## src/rtl/bullet_arbiter.sv

```systemverilog
// bullet_arbiter: round-robin fire arbitration into a bullet slot pool,
// per-frame bullet motion and pixel hit. Option: BULLET_COOLDOWN_EN.
module bullet_arbiter #(
  parameter int         NUM_SLOTS   = 4,
  parameter logic [9:0] SPEED       = 10'd4,
  parameter logic [9:0] TANK_SIZE   = 10'd50,
  parameter logic [9:0] BULLET_SIZE = 10'd4,
  parameter logic [9:0] X_MAX       = 10'd639,
  parameter logic [9:0] Y_MAX       = 10'd479,
  parameter logic [3:0] COOLDOWN    = 4'd8
) (
  input  logic                      Clk,
  input  logic                      Reset,
  input  logic                      frame_clk,
  input  logic [1:0]                fire_req,
  input  logic [9:0]                tank0_X,
  input  logic [9:0]                tank0_Y,
  input  logic [9:0]                tank1_X,
  input  logic [9:0]                tank1_Y,
  input  logic [1:0]                tank0_dir,
  input  logic [1:0]                tank1_dir,
  input  logic [9:0]                DrawX,
  input  logic [9:0]                DrawY,
  output logic [NUM_SLOTS-1:0]      bullet_active,
  output logic [NUM_SLOTS-1:0]      bullet_owner,
  output logic [10*NUM_SLOTS-1:0]   bullet_X,
  output logic [10*NUM_SLOTS-1:0]   bullet_Y,
  output logic [1:0]                fire_grant,
  output logic                      busy,
  output logic                      is_bullet
);

  localparam int IW = (NUM_SLOTS > 1) ? $clog2(NUM_SLOTS) : 1;
  localparam logic [9:0]  HALF = TANK_SIZE >> 1;
  localparam logic [10:0] STEP_SZ = {1'b0, SPEED} + {1'b0, BULLET_SIZE};

  typedef enum logic [1:0] {
    S_IDLE,
    S_MOVE,
    S_ALLOC1,
    S_ALLOC2
  } state_t;

  state_t r_state;
  state_t w_next;

  logic [1:0] r_fire_q;
  logic [1:0] r_fire_rise;
  logic       r_frame_q;
  logic       r_tick;
  logic [1:0] r_pending;
  logic       r_rr;

  logic [NUM_SLOTS-1:0]       r_active;
  logic [NUM_SLOTS-1:0]       r_owner;
  logic [NUM_SLOTS-1:0][1:0]  r_dir;
  logic [NUM_SLOTS-1:0][9:0]  r_x;
  logic [NUM_SLOTS-1:0][9:0]  r_y;

  logic          w_alloc;
  logic          w_sel_valid;
  logic          w_sel_tank;
  logic          w_free_valid;
  logic [IW-1:0] w_free_idx;
  logic          w_do_grant;
  logic [1:0]    w_grant;
  logic [1:0]    w_cool_zero;
  logic [9:0]    w_spawn_x;
  logic [9:0]    w_spawn_y;
  logic [1:0]    w_spawn_dir;

  // Registered edge detectors for the frame strobe and fire levels
  always_ff @(posedge Clk or posedge Reset) begin
    if (Reset) begin
      r_frame_q   <= 1'b0;
      r_tick      <= 1'b0;
      r_fire_q    <= 2'b00;
      r_fire_rise <= 2'b00;
    end else begin
      r_frame_q   <= frame_clk;
      r_tick      <= frame_clk & ~r_frame_q;
      r_fire_q    <= fire_req;
      r_fire_rise <= fire_req & ~r_fire_q;
    end
  end

  // FSM state register
  always_ff @(posedge Clk or posedge Reset) begin
    if (Reset) r_state <= S_IDLE;
    else       r_state <= w_next;
  end

  // FSM next state: one frame walks MOVE, ALLOC1, ALLOC2
  always_comb begin
    w_next  = r_state;
    busy    = 1'b1;
    w_alloc = 1'b0;
    unique case (r_state)
      S_IDLE: begin
        busy = 1'b0;
        if (r_tick) w_next = S_MOVE;
      end
      S_MOVE:   w_next = S_ALLOC1;
      S_ALLOC1: begin
        w_alloc = 1'b1;
        w_next  = S_ALLOC2;
      end
      S_ALLOC2: begin
        w_alloc = 1'b1;
        w_next  = S_IDLE;
      end
      default:  w_next = S_IDLE;
    endcase
  end

  // Pick the tank (rr first) and the lowest free slot
  always_comb begin
    w_sel_valid  = |r_pending;
    w_sel_tank   = r_pending[r_rr] ? r_rr : ~r_rr;
    w_free_valid = ~&r_active;
    w_free_idx   = '0;
    for (int k = NUM_SLOTS - 1; k >= 0; k--) begin
      if (!r_active[k]) w_free_idx = IW'(k);
    end
    w_do_grant = w_alloc & w_sel_valid & w_free_valid;
    w_grant    = 2'b00;
    if (w_do_grant) w_grant[w_sel_tank] = 1'b1;
    w_spawn_x   = w_sel_tank ? (tank1_X + HALF) : (tank0_X + HALF);
    w_spawn_y   = w_sel_tank ? (tank1_Y + HALF) : (tank0_Y + HALF);
    w_spawn_dir = w_sel_tank ? tank1_dir : tank0_dir;
  end

  assign fire_grant = w_grant;

  // Pending requests and round-robin pointer
  always_ff @(posedge Clk or posedge Reset) begin
    if (Reset) begin
      r_pending <= 2'b00;
      r_rr      <= 1'b0;
    end else begin
      for (int i = 0; i < 2; i++) begin
        if (w_grant[i])
          r_pending[i] <= 1'b0;
        else if (r_fire_rise[i] && w_cool_zero[i])
          r_pending[i] <= 1'b1;
      end
      if (w_do_grant) r_rr <= ~w_sel_tank;
    end
  end

`ifdef BULLET_COOLDOWN_EN
  logic [1:0][3:0] r_cool;

  // Per-tank refire block: loaded on grant, counts frames down
  always_ff @(posedge Clk or posedge Reset) begin
    if (Reset) begin
      r_cool <= '0;
    end else begin
      for (int i = 0; i < 2; i++) begin
        if (w_grant[i])
          r_cool[i] <= COOLDOWN;
        else if (r_state == S_MOVE && r_cool[i] != 4'd0)
          r_cool[i] <= r_cool[i] - 4'd1;
      end
    end
  end

  assign w_cool_zero = {r_cool[1] == 4'd0, r_cool[0] == 4'd0};
`else
  logic w_unused_cd;
  assign w_unused_cd = ^COOLDOWN;
  assign w_cool_zero = 2'b11;
`endif

  // Slot pool: step or retire in MOVE, spawn on grant
  always_ff @(posedge Clk or posedge Reset) begin
    if (Reset) begin
      r_active <= '0;
      r_owner  <= '0;
      r_dir    <= '0;
      r_x      <= '0;
      r_y      <= '0;
    end else if (r_state == S_MOVE) begin
      for (int k = 0; k < NUM_SLOTS; k++) begin
        if (r_active[k]) begin
          unique case (r_dir[k])
            2'b00: begin
              if (r_y[k] < SPEED) r_active[k] <= 1'b0;
              else                r_y[k] <= r_y[k] - SPEED;
            end
            2'b01: begin
              if (({1'b0, r_y[k]} + STEP_SZ) > {1'b0, Y_MAX})
                r_active[k] <= 1'b0;
              else
                r_y[k] <= r_y[k] + SPEED;
            end
            2'b10: begin
              if (r_x[k] < SPEED) r_active[k] <= 1'b0;
              else                r_x[k] <= r_x[k] - SPEED;
            end
            default: begin
              if (({1'b0, r_x[k]} + STEP_SZ) > {1'b0, X_MAX})
                r_active[k] <= 1'b0;
              else
                r_x[k] <= r_x[k] + SPEED;
            end
          endcase
        end
      end
    end else if (w_do_grant) begin
      r_active[w_free_idx] <= 1'b1;
      r_owner[w_free_idx]  <= w_sel_tank;
      r_dir[w_free_idx]    <= w_spawn_dir;
      r_x[w_free_idx]      <= w_spawn_x;
      r_y[w_free_idx]      <= w_spawn_y;
    end
  end

  // Pixel hit against every live bullet square, 11-bit so no wrap
  always_comb begin
    is_bullet = 1'b0;
    for (int k = 0; k < NUM_SLOTS; k++) begin
      if (r_active[k] &&
          ({1'b0, DrawX} >= {1'b0, r_x[k]}) &&
          ({1'b0, DrawX} <  ({1'b0, r_x[k]} + {1'b0, BULLET_SIZE})) &&
          ({1'b0, DrawY} >= {1'b0, r_y[k]}) &&
          ({1'b0, DrawY} <  ({1'b0, r_y[k]} + {1'b0, BULLET_SIZE})))
        is_bullet = 1'b1;
    end
  end

  assign bullet_active = r_active;
  assign bullet_owner  = r_owner;
  assign bullet_X      = r_x;
  assign bullet_Y      = r_y;

endmodule

```

## config.mk

```make
export PLATFORM = sky130hd
export DESIGN_NAME = bullet_arbiter
export DESIGN_NICKNAME = d
export VERILOG_FILES = /design/src/rtl/bullet_arbiter.sv
export SDC_FILE = /design/constraint.sdc
export NUM_CORES = 1
export LEC_CHECK = 0
export CAP_MARGIN = 5
export CORE_MARGIN = 3
export CORE_UTILIZATION = 40
export DETAILED_ROUTE_END_ITERATION = 10
export GPL_TIMING_DRIVEN = 0
export HOLD_SLACK_MARGIN = 0.1
export PLACE_DENSITY = 0.67
export SLEW_MARGIN = 20
export SYNTH_ARGS = -nofsm -noshare
export SYNTH_HDL_FRONTEND = slang
export SYNTH_SLANG_ARGS = --single-unit
```

## constraint.sdc

```tcl
create_clock -name Clk -period 4.9 [get_ports Clk]
set_input_delay 1.47 -clock Clk [delete_from_list [all_inputs] [get_ports Clk]]
set_output_delay 1.47 -clock Clk [all_outputs]
set_load 0.01 [all_outputs]
```

==> results.sh, run 1 <==
export IMPL_grt_max_degree=46
export IMPL_drv_slew=0
export IMPL_dieWidth_um=184.8
export IMPL_grt_pass1_wl_um=71090
export IMPL_dr_pass1_iters=5
export IMPL_ys_warnings_count=0
export IMPL_grt_overflow=0
export IMPL_async_flop_share_pct=100.0
export IMPL_worstPathRequired_ns=3.43
export IMPL_fmax_mhz=204.0
export IMPL_ys_types=98
export IMPL_dr_first_iter_drc_count=973
export IMPL_hpwl_um=36490
export IMPL_clkLatencyLatePin_ns=0.37
export IMPL_core_area_sq_mm=0.03107
export IMPL_synth_top_area_share_pct=20.94
export IMPL_ys_flop_type="dfrtp_1"
export IMPL_finalCritPeriodShare_pct=100.0
export IMPL_port_buffers=160
export IMPL_wl_um=46330
export IMPL_hold_viol=0
export IMPL_dp_slack_ns=-1.448
export IMPL_finalNetCount=2042
export IMPL_worstPathArrival_ns=3.43
export IMPL_clk_path_buf_depth=2
export IMPL_holdPathStages=1
export IMPL_gp_congestion=0.9302
export IMPL_place_inst=2134
export IMPL_ff2ff_path_depth=16
export IMPL_cts_made_buffers=9
export IMPL_synthesis_area_sq_mm=0.01279
export IMPL_wl_per_cell_um=21.40
export IMPL_drc=0
export IMPL_p_switching_mw=5.396
export IMPL_via_per_inst=6.008
export IMPL_synth_top_cell_by_area="dfrtp_1"
export IMPL_p_leak_nw=6.405
export IMPL_skew_ns=0.009808
export IMPL_synth_fp_nets=1853
export IMPL_diodes=0
export IMPL_grt_usage_pct=26.59
export IMPL_synth_area_leaders="dfrtp_1 (21%), ha_1 (20%), xnor2_1 (5.0%)"
export IMPL_start_kind="primary input"
export IMPL_place_area_sq_mm=0.01496
export IMPL_setup_slack_ns=-0.001980
export IMPL_power_density_mw_per_mm2=643.6
export IMPL_clkPwrFrac_pct=8.1
export IMPL_cts_tree="built"
export IMPL_stdcell_count=2165
export IMPL_period_needed_ns=4.902
export IMPL_rows=64
export IMPL_syn2layout_area_growth_pct=22.36
export IMPL_fin_area_sq_mm=0.01565
export IMPL_finalSetupViolations=1
export IMPL_initial_core_util_pct=41.16
export IMPL_antenna_found_initial=0
export IMPL_relSlewSlack_pct=13.44
export IMPL_drv_cap=0
export IMPL_tightest_slew_ns=1.285
export IMPL_p_int_mw=4.673
export IMPL_comb_power_share_pct=74.2
export IMPL_grt_pass1_vias=12540
export IMPL_holdCritPathClass="reg -> reg"
export IMPL_violations="setup timing"
export IMPL_die_h_um=184.8
export IMPL_synth_seq_cells=107
export IMPL_synthCells=1575
export IMPL_status="complete, but fails checks"
export IMPL_postRouteAntennaNets=0
export IMPL_swShare_pct=53.59
export IMPL_num_vias=13010
export IMPL_drive_gt1_share_pct=10.80
export IMPL_synth_edff_count=0
export IMPL_crit_type="in -> out"
export IMPL_die_area_sq_mm=0.03415
export IMPL_crit_path_max_fanout=4
export IMPL_cts_root_buf="clkbuf_16"
export IMPL_path_clk_slew_ns=0.08
export IMPL_cts_max_level=3
export IMPL_io_pins=161
export IMPL_clock_sinks=107
export IMPL_vdd_drop_max_mv=0.3173
export IMPL_avgSynthCellArea_sq_um=8.119
export IMPL_cp_end_kind="output port"
export IMPL_seq_power_share_pct=17.7
export IMPL_ys_seq_area_share_pct=20.94
power groups by stage:
stage / clock, mW / combinational [mW] / sequential, mW
6_report: 0.817 / 7.47 / 1.79
5_1_grt: 0.858 / 8.18 / 1.85
4_1_cts: 0.823 / 7.23 / 1.79
3_5_place_dp: 0 / 7.11 / 1.79
3_3_place_gp: 0 / 6.98 / 1.79
2_1_floorplan: 0 / 4.52 / 1.76
cell families after synthesis:
logic type                 share of synthesized area (%)
AOI/OAI and AO/OA                                  24.66
xor gates and xnor gates                           5.890
adders and majority gates                          20.45
buffers and inverters                              6.722
DFF                                                20.94
muxes                                              2.407
and+or+nand+nor                                    18.93
worst paths after layout:
| kind | from | end | slack, ns |
|---|---|---|---|
| max | DrawY[4] | is_bullet | -0.002 |
| min | r_frame_q | r_tick | 0.40 |
| max reg2reg | r_rr | bullet_X[18] | 0.37 |
| min reg2reg | r_frame_q | r_tick | 0.40 |
| max in group asynchronous | Reset | bullet_Y[32] | 2.63 |
| min in group asynchronous | Reset | bullet_X[23] | 1.43 |
synthesized netlist by cell type (24+ instances only):
cell type and count:
a21oi_1 120, buf_2 28, clkbuf_1 34, dfrtp_1 107
ha_1 209, inv_1 109, mux2i_1 24, nand2_1 113
nand3_1 50, nand4_1 29, nor2_1 96, nor3_1 48
nor4_1 24, o21ai_0 108, o22ai_1 38, xnor2_1 73
state kept, by name (all words and copies together), names as in the netlist:
register       cells
bullet_X          40
bullet_Y          40
r_dir              8
bullet_active      4
bullet_owner       4
r_fire_q           2
r_fire_rise        2
r_pending          2
r_state            2
r_frame_q          1
r_rr               1
r_tick             1
final cells by class:
class                           count  area [sq um]
Timing Repair Buffer              179          1750
Sequential cell                   107          2686
Inverter                          113         441.7
Tap cell                          396         495.5
Fill cell                        2984         15420
Clock buffer                       13         260.3
Buffer                             78         431.7
Clock inverter                      3         46.29
Multi-Input combinational cell   1276          9534
metal layers:
metal | track usage, % | routed length [um]
met5 | 0 | 0
met4 | 8.643 | 1395
met3 | 3.771 | 3110
met2 | 44.29 | 21620
met1 | 35.62 | 20200
layout by cell type, fill, tap and decap left out, types with 11 or more instances in the layout:
master	count
a211oi_1	13
a21o_1	14
a21oi_1	111
a21oi_2	13
a31oi_1	21
a32oi_1	12
and3_1	14
buf_2	33
buf_4	27
buf_6	11
clkbuf_1	35
clkdlybuf4s50_1	139
dfrtp_1	100
ha_1	192
ha_4	12
inv_1	106
mux2i_1	24
nand2_1	113
nand2b_1	20
nand3_1	50
nand4_1	29
nor2_1	95
nor2b_1	11
nor3_1	46
nor4_1	23
o21a_1	21
o21ai_0	96
o21ai_1	16
o22ai_1	38
xnor2_1	73
xor2_1	13
metrics by stage:
step / setup TNS, ns / util, % / power, mW / hold WS [ns]
floorplan: 0 / - / 6.281 / 0.3777
global route: -0.02789 / 50.36 / 10.88 / 0.4134
global placement: -173.82 / 47.91 / 8.770 / 0.3809
detailed placement: -1.448 / 48.16 / 8.905 / 0.3858
finish: -0.001980 / 50.36 / 10.07 / 0.3967
CTS: 0 / 49.59 / 9.845 / 0.3957
critical path, stage by stage:
cell and delay (ns):
buf_12 0.12, ha_4 0.23, a2111o_1 0.35, a31oi_1 0.20, o21ai_1 0.10, a21oi_1 0.13
or4b_4 0.49, nand4_1 0.16, buf_2 0.16
what timing repair did:
action                                 4_1_cts  5_1_grt
endpoints found under the hold margin        0        0
setup buffers                                3       13
setup endpoints to repair                    1        1
gates resized for setup                    147       44
pin swaps                                   19       20
hold buffers                                 0        0
No activity file was read; power rests on OpenSTA's default activity.
==> run 2: changes to the inputs <==
--- a/config.mk
+++ b/config.mk
@@ -8,6 +8,7 @@
 export CAP_MARGIN = 5
 export CORE_MARGIN = 3
 export CORE_UTILIZATION = 40
+export CTS_CLUSTER_SIZE = 30
 export DETAILED_ROUTE_END_ITERATION = 10
 export GPL_TIMING_DRIVEN = 0
 export HOLD_SLACK_MARGIN = 0.1
==> results of run 2 <==
The final DEF is identical to that of run 1; final timing and power are the same.
